[config.mk]
export PLATFORM = sky130hd
export DESIGN_NAME = pht_access_sched
export DESIGN_NICKNAME = d
export VERILOG_FILES = /design/src/rtl/pht_access_sched_pkg.sv /design/src/rtl/pht_access_sched_upd_fifo.sv /design/src/rtl/pht_access_sched.sv
export SDC_FILE = /design/constraint.sdc
export NUM_CORES = 1
export LEC_CHECK = 0
export BUFFER_PORTS_ARGS = -buffer_cell sky130_fd_sc_hd__buf_2
export CORE_ASPECT_RATIO = 2
export CORE_UTILIZATION = 40
export DETAILED_ROUTE_END_ITERATION = 16
export HOLD_SLACK_MARGIN = 0.08
export PLACE_DENSITY = 0.67
export SYNTH_ARGS = -nofsm -noshare
export SYNTH_HDL_FRONTEND = slang
export SYNTH_SLANG_ARGS = --single-unit
[constraint.sdc]
create_clock -name clk -period 2.3 [get_ports clk]
set_input_delay 0.23 -clock clk [delete_from_list [all_inputs] [get_ports clk]]
set_output_delay 0.23 -clock clk [all_outputs]
set_load 0.03 [all_outputs]
[src/rtl/pht_access_sched_pkg.sv]
// pht_access_sched_pkg: shared predictor widths, counter/FSM encodings and counter saturation.
package pht_access_sched_pkg;
    localparam int IDX_W_DEF = 14;
    localparam int CTR_W = 2;
    typedef enum logic [CTR_W-1:0] {SNT = 2'b00, WNT = 2'b01, WT = 2'b10, ST = 2'b11} ctr_e;
    typedef enum logic {IDLE = 1'b0, UP_WR = 1'b1} state_e;
    function automatic logic [CTR_W-1:0] sat(input logic [CTR_W-1:0] c, input logic t);
        return t ? ((c == ST) ? c : c + 2'd1) : ((c == SNT) ? c : c - 2'd1);
    endfunction
endpackage

[src/rtl/pht_access_sched_upd_fifo.sv]
// upd_fifo: synchronous FIFO of pending PHT updates with occupancy count.
module upd_fifo #(
    parameter int W = 15,
    parameter int DEPTH = 4
) (
    input  logic                     clk,
    input  logic                     reset,
    input  logic                     push,
    input  logic [W-1:0]             din,
    input  logic                     pop,
    output logic [W-1:0]             dout,
    output logic [$clog2(DEPTH):0]   cnt
);
    localparam int AW = $clog2(DEPTH);
    logic [W-1:0] mem [DEPTH];
    logic [AW-1:0] wp, rp;
    assign dout = mem[rp];
    always_ff @(posedge clk) begin
        if (push) mem[wp] <= din;
    end
    always_ff @(posedge clk or negedge reset) begin
        if (!reset) begin
            wp <= '0;
            rp <= '0;
            cnt <= '0;
        end else begin
            if (push) wp <= wp + 1'b1;
            if (pop) rp <= rp + 1'b1;
            if (push && !pop) cnt <= cnt + 1'b1;
            else if (pop && !push) cnt <= cnt - 1'b1;
        end
    end
endmodule

[src/rtl/pht_access_sched.sv]
// pht_access_sched: shares the single PHT port between lookups and buffered
// read-modify-write counter updates; a full FIFO forces an update drain.
module pht_access_sched
    import pht_access_sched_pkg::*;
#(
    parameter int IDX_W = IDX_W_DEF,
    parameter int DEPTH = 4
) (
    input  logic                   clk,
    input  logic                   reset,
    input  logic                   lk_valid,
    input  logic [IDX_W-1:0]       lk_idx,
    output logic                   lk_ready,
    output logic                   lk_rsp_valid,
    output logic [CTR_W-1:0]       lk_rsp_ctr,
    output logic                   lk_rsp_taken,
    input  logic                   up_valid,
    input  logic [IDX_W-1:0]       up_idx,
    input  logic                   up_taken,
    output logic                   up_ready,
    output logic                   tab_en,
    output logic                   tab_we,
    output logic [IDX_W-1:0]       tab_idx,
    output logic [CTR_W-1:0]       tab_wdata,
    input  logic [CTR_W-1:0]       tab_rdata,
    output logic [$clog2(DEPTH):0] fifo_cnt,
    output logic                   busy
);
    localparam int CW = $clog2(DEPTH) + 1;
    state_e state;
    logic [IDX_W-1:0] upd_idx_q;
    logic upd_tk_q;
    logic [IDX_W:0] head;
    logic full, idle, wr, lk_go, pop, push;
    // Reset gates the port and handshakes so they fall without waiting for an edge.
    assign full = fifo_cnt == CW'(DEPTH);
    assign idle = reset && state == IDLE;
    assign wr = reset && state == UP_WR;
    assign lk_go = idle && lk_valid && !full;
    assign pop = idle && !lk_go && fifo_cnt != '0;
    assign push = up_valid && up_ready;
    assign up_ready = reset && !full;
    assign lk_ready = lk_go;
    assign tab_en = lk_go || pop || wr;
    assign tab_we = wr;
    assign tab_idx = wr ? upd_idx_q : pop ? head[IDX_W:1] : lk_idx;
    assign tab_wdata = sat(tab_rdata, upd_tk_q);
    assign lk_rsp_ctr = tab_rdata;
    assign lk_rsp_taken = tab_rdata[1];
    assign busy = state == UP_WR || fifo_cnt != '0;
    upd_fifo #(.W(IDX_W + 1), .DEPTH(DEPTH)) u_fifo (
        .clk(clk),
        .reset(reset),
        .push(push),
        .din({up_idx, up_taken}),
        .pop(pop),
        .dout(head),
        .cnt(fifo_cnt)
    );
    always_ff @(posedge clk or negedge reset) begin
        if (!reset) begin
            state <= IDLE;
            lk_rsp_valid <= 1'b0;
            upd_idx_q <= '0;
            upd_tk_q <= 1'b0;
        end else begin
            lk_rsp_valid <= lk_go;
            state <= pop ? UP_WR : IDLE;
            if (pop) begin
                upd_idx_q <= head[IDX_W:1];
                upd_tk_q <= head[0];
            end
        end
    end
endmodule

==> impl_metrics.ini <==
[placed_design]
dpl_worst_slack_ns = 0.0481
gp_congestion = 0.782
port_buffers = 62
placedCellCount = 356
dpl.hpwl_mm = 4.68

[cells_and_area]
postLayoutCoreUtil_pct = 50.5
drive_above_1_share_pct = 52.2
nets = 310
synthToLayoutAreaGrowth_pct = 21.5
antenna_cells = 0
fin_cells = 374

[timing]
tightest_slew_ns = 0.813
rsz0062_at_grt = no
finalSetupViolations = 0
clock.fmax_mhz = 450
relSlewSlack_pct = 45.8
hold_viol = 0
clock_skew_ns = 0.00520
fin_ws_ns = 0.0764
layout_min_cycle_time_ns = 2.22
fin_crit_sh_pct = 96.7
slew_viol_final = 0

[drt]
vias = 2010
viasPerCell = 5.37
dr.pass1.iters = 4
wl_per_cell_um = 17.5
drtIter0Drc = 90
drc = 0
ant_nets = 0
routed_wl_mm = 6.55

[worst_setup_path]
path_max_fanout = 9
path_cells = or3b_4 -> buf_4 -> nand3b_1 -> buf_4 -> o221a_2 -> clkbuf_4
path_buf_inv = 3
cp_top_family = buffers and inverters
path_class = flip-flop to primary output
cp_slowest_stage_delay_ns = 0.42
critPathCaptureType = primary output
arrival_ns = 1.99
cp_slowest_cell = or3b_4
start_kind = flip-flop
required_ns = 2.07
worst_path_most_repeated_cell = buf_4

[yosys]
synth_xor_area_share_pct = 1.45
synth_compound_area_share_pct = 9.02
synth_area_um2 = 3620
postSynthCellCount = 198
yosysUniqueCellTypes = 34
avgSynthCellArea_um2 = 18.3
yosysWarnings = 0
synthSimpleGateAreaFrac_pct = 2.35
synth.ff_latch_count = 84
synth_fa_ha_area_share_pct = 2.83
ys_seq_area_share_pct = 66.3
synth_top_family_by_area = multiplexers
muxShareOfSynthArea_pct = 14.6
syn_nets = 239

[floorplanning]
core_um2 = 8710
start_util_pct = 41.6
pin_count = 63
die_x_um = 69.3
rows = 48
die_area_um2 = 9460
dieHeight_um = 137

[cts]
clock-sinks = 84
cts_buffer_depth = 2
root_buffer = clkbuf_16
cts_tree = built
insertion_delay_ns = 0.33
clk_pin_slew_ns = 0.06
htree_levels = 3
cts_buffers = 9

[grt]
grt_pass1_wl_mm = 10.5
antenna_found_initial = 0
grt_max_degree = 37
grt_pass1_vias = 2118
grt.overflow.total = 0
globalRouteTotalUtil_pct = 14.8

[run]
max_cap_violations = 0

[pwr]
p_clk_share_pct = 24.8
p_total_w = 0.00560
p_sw_w = 0.00183
p_leak_nw = 1.67
power_frac_comb_pct = 36.7
p_int_w = 0.00376
peakVddDrop_uv = 449
p_seq_share_pct = 38.4
p_per_area_nw_per_um2 = 1270
p_sw_share_pct = 32.7

[run_status]
outcome = completed

[worst_hold_path]
hold_class = input pin to flip-flop
[worst reg2reg max path, cell delays in order, from the launching register on]
cell and delay, ns:
dfrtp_2 0.40, or3b_4 0.42, and3_2 0.30, ha_4 0.19, inv_2 0.05, fa_1 0.39
mux2_2 0.27
[metal layers]
layer  vias up  track usage (%)  part of all wire (%)
met5         -                0                     0
met4         0             6.69                   1.8
met3         8             3.76                   3.5
met2        44             28.3                    59
met1      1015             14.8                    36
li1        943                -                     -
[synth_stat cells]
master,count,area [µm²]
a211o_1,1,8.76
a211oi_1,1,7.51
a21o_1,1,7.51
a21oi_4,1,16.3
and2_1,5,31.3
and3_1,1,6.26
and4b_1,1,10.0
buf_1,1,3.75
buf_2,3,15.0
buf_4,3,22.5
buf_6,3,33.8
clkbuf_1,5,18.8
dfrtp_1,24,601
edfxtp_1,60,1800
fa_1,1,20.0
ha_1,5,62.6
inv_1,6,22.5
inv_4,1,6.26
maj3_1,2,20.0
mux2_2,17,191
mux4_2,15,338
nand2_1,1,3.75
nand2b_1,1,6.26
nand3b_1,1,7.51
nor2_1,1,3.75
o211a_1,1,10.0
o21bai_1,1,7.51
o221a_1,2,22.5
o221a_2,11,124
o22a_1,14,123
or3b_1,1,8.76
or4_1,1,7.51
xnor2_1,3,26.3
xor2_1,3,26.3
[final cells by class]
cell class / count / area, µm²
repair buffers: 75 / 419
flip-flops and latches: 84 / 2410
clock inverters: 6 / 63.8
fillers: 749 / 4310
inverters: 7 / 28.8
well taps: 100 / 125
multi-input cells: 92 / 1130
clock buffers: 10 / 229
[kinds of logic after synthesis]
kind of cell,Yosys count
buffers and inverters,22
flip-flops,84
multiplexers,32
AO/OA/AOI/OAI,33
AND/OR/NAND/NOR,13
XOR/XNOR,6
adder cells (fa/ha/maj),8
[power by group through the flow]
stage	Combinational [W]	Sequential (W)	Clock, W
CTS	0.00207	0.00216	0.00142
global placement	0.00200	0.00217	0
finish	0.00205	0.00215	0.00139
detailed placement	0.00203	0.00219	0
global route	0.00221	0.00219	0.00148
floorplan	0.00150	0.00218	0
[placed cells by master (no fill, tap or decap), types with 2 or more instances in the layout]
cell type   instances
clkbuf_4            2
xor2_1              3
o22a_1             14
dfrtp_1            21
clkbuf_16           9
mux4_2             15
dfrtp_2             3
mux2_2             17
o221a_2            11
xnor2_1             3
clkinv_2            2
o221a_1             2
clkinvlp_4          2
and2_1              5
ha_1                4
buf_2              60
buf_4              11
maj3_1              2
edfxtp_1           60
inv_1               5
[flip-flops by register name, indices dropped and copies added, names as in the netlist]
register and flops:
lk_rsp_valid 1, state 1, u_fifo.cnt 3, u_fifo.mem 60, u_fifo.rp 2, u_fifo.wp 2
upd_idx_q 14, upd_tk_q 1
[metrics by stage]
step	setup TNS, ns	hold WS, ns	instance area, µm²
floorplan	-0.191	-0.0656	3640
global placement	0	0.0786	4060
detailed placement	0	0.0827	4060
CTS	0	0.105	4380
global route	0	0.106	4400
finish	0	0.113	4400
[what timing repair did]
action,in CTS,in global routing
pin swaps,0,1
setup endpoints to repair,13,14
hold buffers,1,0
hold endpoints to repair,4,0
gates resized for setup,2,6
setup buffers,1,0
[path summary, 6_finish.rpt]
check,from,end,slack (ns),cells past startpoint
worst max-delay path,u_fifo.cnt[1]$_DFFE_PN0P_,tab_idx[6],0.08,6
worst min-delay path,up_idx[1],u_fifo.mem[3][2]$_DFFE_PP_,0.11,1
worst max register to register,u_fifo.cnt[1]$_DFFE_PN0P_,u_fifo.cnt[1]$_DFFE_PN0P_,0.17,6
worst min register to register,u_fifo.cnt[2]$_DFFE_PN0P_,u_fifo.cnt[2]$_DFFE_PN0P_,0.49,1
max in group asynchronous,reset,u_fifo.cnt[2]$_DFFE_PN0P_,1.52,3
min in group asynchronous,reset,state$_DFF_PN0_,0.28,2
Note: power is estimated with default switching activity, not from simulation.
